--- src/rtl/uart_cmd_decoder.sv ---
// uart_cmd_decoder
//   Turns a byte stream from a UART receiver into register writes. A frame is
//   sync_byte, addr, data, checksum. The checksum makes addr + data + sum == 0 (mod 256).
//   addr[7:4] must be zero. A good frame raises a one-cycle write strobe. A bad or
//   timed-out frame raises a one-cycle error pulse and bumps a saturating error count.
//
// Ports
//   clock        in   single clock, rising edge
//   reset        in   synchronous active-high reset
//   byte_data    in   [7:0] received byte
//   byte_ready   in   high (one or more cycles) while byte_data holds a new byte
//   reg_wr_en    out  one-cycle register write strobe
//   reg_addr     out  [3:0] register write address (holds last written value)
//   reg_wr_data  out  [7:0] register write data (holds last written value)
//   frame_ok     out  one-cycle pulse, frame committed
//   frame_err    out  one-cycle pulse, frame discarded
//   err_count    out  [7:0] saturating count of discarded frames
module uart_cmd_decoder #(
   parameter logic [7:0]  sync_byte      = 8'hA5,
   parameter int unsigned timeout_cycles = 50000
) (
   input  logic       clock,
   input  logic       reset,
   input  logic [7:0] byte_data,
   input  logic       byte_ready,
   output logic       reg_wr_en,
   output logic [3:0] reg_addr,
   output logic [7:0] reg_wr_data,
   output logic       frame_ok,
   output logic       frame_err,
   output logic [7:0] err_count
);

   typedef enum logic [2:0] {
      WAIT_SYNC,
      GET_ADDR,
      GET_DATA,
      GET_SUM,
      COMMIT
   } state_t;

   localparam logic [31:0] timeout_last = 32'(timeout_cycles - 1);

   state_t      state;
   logic        byte_ready_d;
   logic [7:0]  addr_byte;
   logic [7:0]  data_byte;
   logic [31:0] idle_cnt;

   logic        accept;
   logic [7:0]  sum;
   logic        frame_valid;
   logic        timed_out;
   logic [7:0]  err_count_inc;

   // A byte is taken only on the rising edge of byte_ready.
   // A long strobe therefore counts once.
   assign accept        = byte_ready & ~byte_ready_d;
   assign sum           = addr_byte + data_byte + byte_data;
   assign frame_valid   = (sum == 8'h00) && (addr_byte[7:4] == 4'h0);
   // An accepted byte in the same cycle takes priority over the timeout.
   assign timed_out     = !accept && (idle_cnt == timeout_last);
   assign err_count_inc = (err_count == 8'hFF) ? 8'hFF : err_count + 8'h01;

   always_ff @(posedge clock) begin
      if (reset) begin
         state        <= WAIT_SYNC;
         byte_ready_d <= 1'b1;  // a strobe held high across reset release is not a new byte
         addr_byte    <= 8'h00;
         data_byte    <= 8'h00;
         idle_cnt     <= 32'd0;
         reg_wr_en    <= 1'b0;
         reg_addr     <= 4'h0;
         reg_wr_data  <= 8'h00;
         frame_ok     <= 1'b0;
         frame_err    <= 1'b0;
         err_count    <= 8'h00;
      end else begin
         byte_ready_d <= byte_ready;
         reg_wr_en    <= 1'b0;
         frame_ok     <= 1'b0;
         frame_err    <= 1'b0;

         unique case (state)
            WAIT_SYNC: begin
               // Non-sync bytes are dropped without raising an error.
               if (accept && (byte_data == sync_byte)) begin
                  state    <= GET_ADDR;
                  idle_cnt <= 32'd0;
               end
            end

            GET_ADDR, GET_DATA: begin
               if (accept) begin
                  // A sync byte here is ordinary payload.
                  if (state == GET_ADDR) begin
                     addr_byte <= byte_data;
                     state     <= GET_DATA;
                  end else begin
                     data_byte <= byte_data;
                     state     <= GET_SUM;
                  end
                  idle_cnt <= 32'd0;
               end else if (timed_out) begin
                  state     <= WAIT_SYNC;
                  idle_cnt  <= 32'd0;
                  frame_err <= 1'b1;
                  err_count <= err_count_inc;
               end else begin
                  idle_cnt <= idle_cnt + 32'd1;
               end
            end

            GET_SUM: begin
               if (accept) begin
                  idle_cnt <= 32'd0;
                  if (frame_valid) begin
                     // Outputs are registered.
                     // They are therefore visible for exactly the one cycle spent in COMMIT.
                     state       <= COMMIT;
                     reg_wr_en   <= 1'b1;
                     frame_ok    <= 1'b1;
                     reg_addr    <= addr_byte[3:0];
                     reg_wr_data <= data_byte;
                  end else begin
                     state     <= WAIT_SYNC;
                     frame_err <= 1'b1;
                     err_count <= err_count_inc;
                  end
               end else if (timed_out) begin
                  state     <= WAIT_SYNC;
                  idle_cnt  <= 32'd0;
                  frame_err <= 1'b1;
                  err_count <= err_count_inc;
               end else begin
                  idle_cnt <= idle_cnt + 32'd1;
               end
            end

            COMMIT: begin
               // A byte arriving here is dropped.
               // Its edge is still consumed through byte_ready_d.
               state <= WAIT_SYNC;
            end

            default: begin
               state    <= WAIT_SYNC;
               idle_cnt <= 32'd0;
            end
         endcase
      end
   end

endmodule

--- config.mk ---
export PLATFORM = sky130hd
export DESIGN_NAME = uart_cmd_decoder
export DESIGN_NICKNAME = d
export VERILOG_FILES = /design/src/rtl/uart_cmd_decoder.sv
export SDC_FILE = /design/constraint.sdc
export NUM_CORES = 1
export LEC_CHECK = 0
export CORE_ASPECT_RATIO = 1.75
export CORE_MARGIN = 4
export CORE_UTILIZATION = 50
export CTS_CLUSTER_DIAMETER = 100
export DETAILED_ROUTE_END_ITERATION = 16
export PLACE_DENSITY_LB_ADDON = 0.3
export REMOVE_ABC_BUFFERS = 1
export SYNTH_ARGS = -nofsm -noshare
export SYNTH_HDL_FRONTEND = slang
export SYNTH_SLANG_ARGS = --single-unit
--- constraint.sdc ---
create_clock -name clock -period 3.23 [get_ports clock]
set_clock_uncertainty 0.2 [all_clocks]
set_input_delay 0.323 -clock clock [delete_from_list [all_inputs] [get_ports clock]]
set_output_delay 0.323 -clock clock [all_outputs]
set_load 0.02 [all_outputs]
# [Word level (Yosys, flattened, before mapping)]
# Index checks and enable logic that the tools add are counted.
[word_totals] register_bits=74 in_bits=11 output_inout_bits=23 wordCells=69
[op_classes] add_sub_neg=4 eq_ne=10 muxes=23 bitwise_logic=6 reduce_logical=16
[ops] op="$mux 32" n=3
[ops] op="$pmux 32 s3" n=1
[ops] op="$mux 8" n=5
[ops] op="$add 32x1->32 const B" n=1
[ops] op="$eq 32x16->1 const B" n=1
[ops] op="$add 8x8->8" n=2
[ops] op="$eq 8x8->1 const B" n=2
[ops] op="$pmux 8 s2" n=1
[ops] op="$mux 3" n=5
[ops] op="$reduce_and 3->1" n=4
[ops] op="$pmux 3 s3" n=1
[ops] op="$add 8x1->8 const B" n=1
[ops] op="$logic_not 8->1" n=1
[ops] op="$eq 3x2->1 const B" n=2
[ops] op="$mux 1" n=6
[ops] op="$reduce_or 3->1" n=2
[ops] op="$not 1->1" n=5
[ops] op="$logic_not 4->1" n=1
[ops] op="$ne 2x2->1 const B" n=2
[ops] op="$eq 3x1->1 const B" n=1
[ops] op="$eq 3x3->1 const B" n=1
[ops] op="$logic_and 1x1->1" n=3
[ops] op="$logic_not 3->1" n=1
[ops] op="$ne 3x3->1 const B" n=1
[ops] op="other kinds (6)" n=6

# [Depth between registers and ports, before layout]
[depth] depth_word=7 depth_mapped=12 mapped_depth_nobuf=11

# [Worst setup path before layout]
# Ideal clock, no wire load.
[synth_path] path_type="input to register" from="in byte_data[1]" to="reg err_count[1]" setup_ns=0.134 arrival_time_ns=2.938 required_ns=2.896 path_slack_ns=-0.042 path_stages=12 n_path_buf=1 cell_sequence="fa_1 > ha_1 > inv_1 > fa_1 > xnor2_1 > nor4b_1 > nand3_1 > nor4_1 > nand3_1 > buf_2 > a21oi_1 > a211oi_1"
[synth_via] elab_chain_len=5
[synth_rtl] item="start, declared" line_no="24" rtl="input logic [7:0] byte_data,"
[synth_rtl] item="$add 8x8->8" line_no="59" rtl="assign sum = addr_byte + data_byte + byte_data;"
[synth_rtl] item="$logic_not 8->1" line_no="60" rtl="assign frame_valid = (sum == 8'h00) && (addr_byte[7:4] == 4'h0);"
[synth_rtl] item="$logic_and 1x1->1" line_no="60"
[synth_rtl] item="$ne 3x3->1 (no line)"
[synth_rtl] item="$reduce_and 3->1 (no line)"
[synth_rtl] item="end signal, assigned" line_no="108" rtl="err_count <= err_count_inc;"
[synth_rtl] item="end signal, assigned" line_no="128" rtl="err_count <= err_count_inc;"
[synth_rtl] item="end signal, assigned" line_no="134" rtl="err_count <= err_count_inc;"
[synth_rtl] item="end, declared" line_no="31" rtl="output logic [7:0] err_count"
# No other way between the ends.
# A chain may end at the register's enable or synchronous reset.

# [Worst setup path after layout]
[layout_path] from="reg addr_byte[2]" to="reg err_count[7]"
[layout_via] elab_chain_len=6
[layout_rtl] item="start, declared" line_no="46" rtl="logic [7:0] addr_byte;"
[layout_rtl] item="start signal, assigned" line_no="97" rtl="addr_byte <= byte_data;"
[layout_rtl] item="$add 8x8->8 (2 in series)" line_no="59"
[layout_rtl] item="$logic_not 8->1" line_no="60"
[layout_rtl] item="$logic_and 1x1->1" line_no="60"
[layout_rtl] item="$ne 3x3->1 (no line)"
[layout_rtl] item="$reduce_and 3->1 (no line)"
# No other way between the ends.

==> flow_summary.ini <==
[run_status]
outcome = completed

[clock_tree]
cts_inserted_buffers = 9
clk_path_buf_depth = 2
cts_tree = yes
clock_latency_ns = 0.33
path_clk_slew_ns = 0.06
cts_hold_buf = 0
cts-root-buf = clkbuf_16
htreeDepth = 3
clock_sinks = 74

[detailed_routing]
first_pass_iters = 4
wl_met1_microns = 3830
drtAntennaViolNets = 0
routed_wl_microns = 9980
avgRoutedWirePerCell_microns = 16.7
wl_met3_microns = 295
vias_per_cell = 6.11
top_layer = met4
first_iter_violations = 204
met2WireLength_microns = 5480
drc_errors = 0
vias = 3647

[critical_path]
worst-setup-path-type = reg -> reg
cp_max_fo = 8
cpPeakStageDelay_ns = 0.60
crit_path_end_kind = flop
required_ns = 3.20
crit_chain = fa_1 -> inv_1 -> fa_2 -> nor2b_1 -> o31ai_2 -> a21boi_2 -> nor4_4 -> nand3_2 -> buf_6 -> a31oi_1 -> a211oi_1
crit_slowest_cell = fa_1
arrival_ns = 3.17
critPathLaunchType = flop

[power]
sw_frac_of_total_pct = 20.9
power_density_mw_per_mm2 = 400
internal_power_uw = 1540
pwr-share-seq_pct = 46.9
vdd_drop_max_uv = 258
power.switching_uw = 406
finalPower_uw = 1950
clkPwrFrac_pct = 49.2
leakage_uw = 0.00176
comb_power_share_pct = 3.9

[hold_path]
timing.hold.worst.class = reg -> reg

[place]
port_buffers = 33
hpwl_microns = 6620
place_congestion = 0.860
place_area_sq_mm = 0.00442

[die]
die_w_microns = 75.1
fp-row-count = 42
io_pins = 34
start_util_pct = 51.7
core_sq_mm = 0.00762
die_h_microns = 125
die-area_sq_mm = 0.00943

[sta]
fmax_mhz = 312
max_slew_margin_pct = 32.1
slew_viol_final = 0
finalSetupViolCount = 0
fin_crit_ns = 3.20
worst_pin_slew_ns = 1.02
hold_violations = 0
period_share_pct = 99.2
rsz0062_at_grt = true

[logic_synthesis]
yosys_warnings = 0
netlist_instances = 464
netlist_top_cells_count = dfxtp_1, nor2_1, a21oi_1
synth_area_leaders = dfxtp_1, nor2_1, mux2i_1
synth_top_cell_area_share_pct = 37.6
syn-mean-instance-area_sq_um = 8.50
post-synth-top-count-cell = dfxtp_1
synthArstFlopShare_pct = 0
ys_ff_latch = 74
synthFlopType = dfxtp_1
ys_types = 59
synth_area_leader_cell = dfxtp_1
yosysSeqAreaShare_pct = 37.6
synth_edf_count = 0
synthesis.area_sq_mm = 0.00394

[layout]
area_growth_pct = 23.5
num-nets-final = 531
stdcell_area_sq_mm = 0.00487
diodes = 0
drive_above_1_share_pct = 14.9

[global_routing]
grt_pass1_vias = 3621
grt_pass1_wl_microns = 16000
antenna_found_initial = 0
grt_max_degree = 54
overflow = 0
grt_use_total_pct = 21.6

[flow_run]
max_cap_violations = 0
==> through the flow <==
stage	TNS (ns)	worst slack [ns]	cells	utilization [%]	hold WS [ns]
after floorplan	-3.53	-0.308	435	-	0.192
after global placement	-11.56	-0.589	579	58.1	0.273
after detailed placement	-13.45	-0.720	579	58.1	0.286
after CTS	-1.02	-0.107	596	62.5	0.294
after global routing	-1.12	-0.0999	597	63.9	0.322
final	0	0.0263	597	63.9	0.295
==> registers in the layout (all words and copies together), names as in the netlist <==
signal	count
addr_byte	8
byte_ready_d	1
data_byte	8
err_count	8
frame_err	1
frame_ok	1
idle_cnt	32
reg_addr	4
reg_wr_data	8
state	3
==> layer usage <==
| metal | vias up | GRT usage (%) |
|---|---|---|
| li1 | 1784 | - |
| met1 | 1767 | 21.4 |
| met2 | 69 | 39.7 |
| met3 | 27 | 4.34 |
| met4 | 0 | 11.3 |
| met5 | - | 0 |
==> worst max-delay path: cells and delay by family, from the launching register on <==
kind | cells | cell delay [ns]
adder cells (fa/ha/maj) | 2 | 1.02
AND/OR/NAND/NOR | 3 | 0.66
AO/OA/AOI/OAI | 4 | 0.55
flip-flops | 1 | 0.33
buffers and inverters | 2 | 0.29
==> power by group through the flow <==
stage               sequential [uW]  clock [uW]  combinational [uW]
global placement                934           0                68.3
CTS                             914         975                69.5
floorplan                       934           0                21.1
global route                    913        1020                81.4
detailed placement              934           0                68.9
finish                          914         958                75.5
==> what timing repair did <==
item | CTS | global route
buffers inserted | 1 | 0
endpoints found under the setup margin | 20 | 22
cloned | 0 | 1
resized for setup | 15 | 19
pin swaps | 6 | 11
==> path summary, 6_finish.rpt <==
| kind | start | end | slack [ns] | cells past startpoint |
|---|---|---|---|---|
| max | addr_byte[2]$_SDFFE_PP0P_ | err_count[7]$_SDFFE_PP0P_ | 0.03 | 11 |
| min | reg_wr_data[1]$_SDFFE_PP0P_ | reg_wr_data[1]$_SDFFE_PP0P_ | 0.29 | 2 |
| max reg2reg | addr_byte[2]$_SDFFE_PP0P_ | err_count[7]$_SDFFE_PP0P_ | 0.03 | 11 |
| min reg2reg | reg_wr_data[1]$_SDFFE_PP0P_ | reg_wr_data[1]$_SDFFE_PP0P_ | 0.29 | 2 |
==> final cells by class <==
cell class                 count  area [sq um]
multi-input combinational    354          2450
clock buffer                  13           240
sequential                    74          1480
clock inverter                 3          40.0
tap                           88           110
inverter                       7          26.3
fill                         632          2750
timing repair buffer          58           523
==> logic make-up (layout without fill, tap and decap cells) <==
logic type,count (synthesis),in the layout,synth area share [%]
simple gates,194,194,26.6
compound gates,117,117,18.7
flops,74,74,37.6
buf+inv,36,81,3.87
mux,21,21,5.33
fa+ha+maj,16,16,6.60
xor+xnor,6,6,1.33
==> placed cells by master, fill, tap and decap left out, types with 10 or more instances in the layout <==
cell type        netlist  layout
a31oi_1               13      11
nand3_1               22      20
nand2_1               37      37
a311oi_1              11      10
dfxtp_1               74      73
buf_4                  1      20
clkdlybuf4s50_1        0      30
nor2_1                57      57
a21oi_1               41      38
o21ai_0               23      22
mux2i_1               21      21
(Power assumes the default switching activity.)
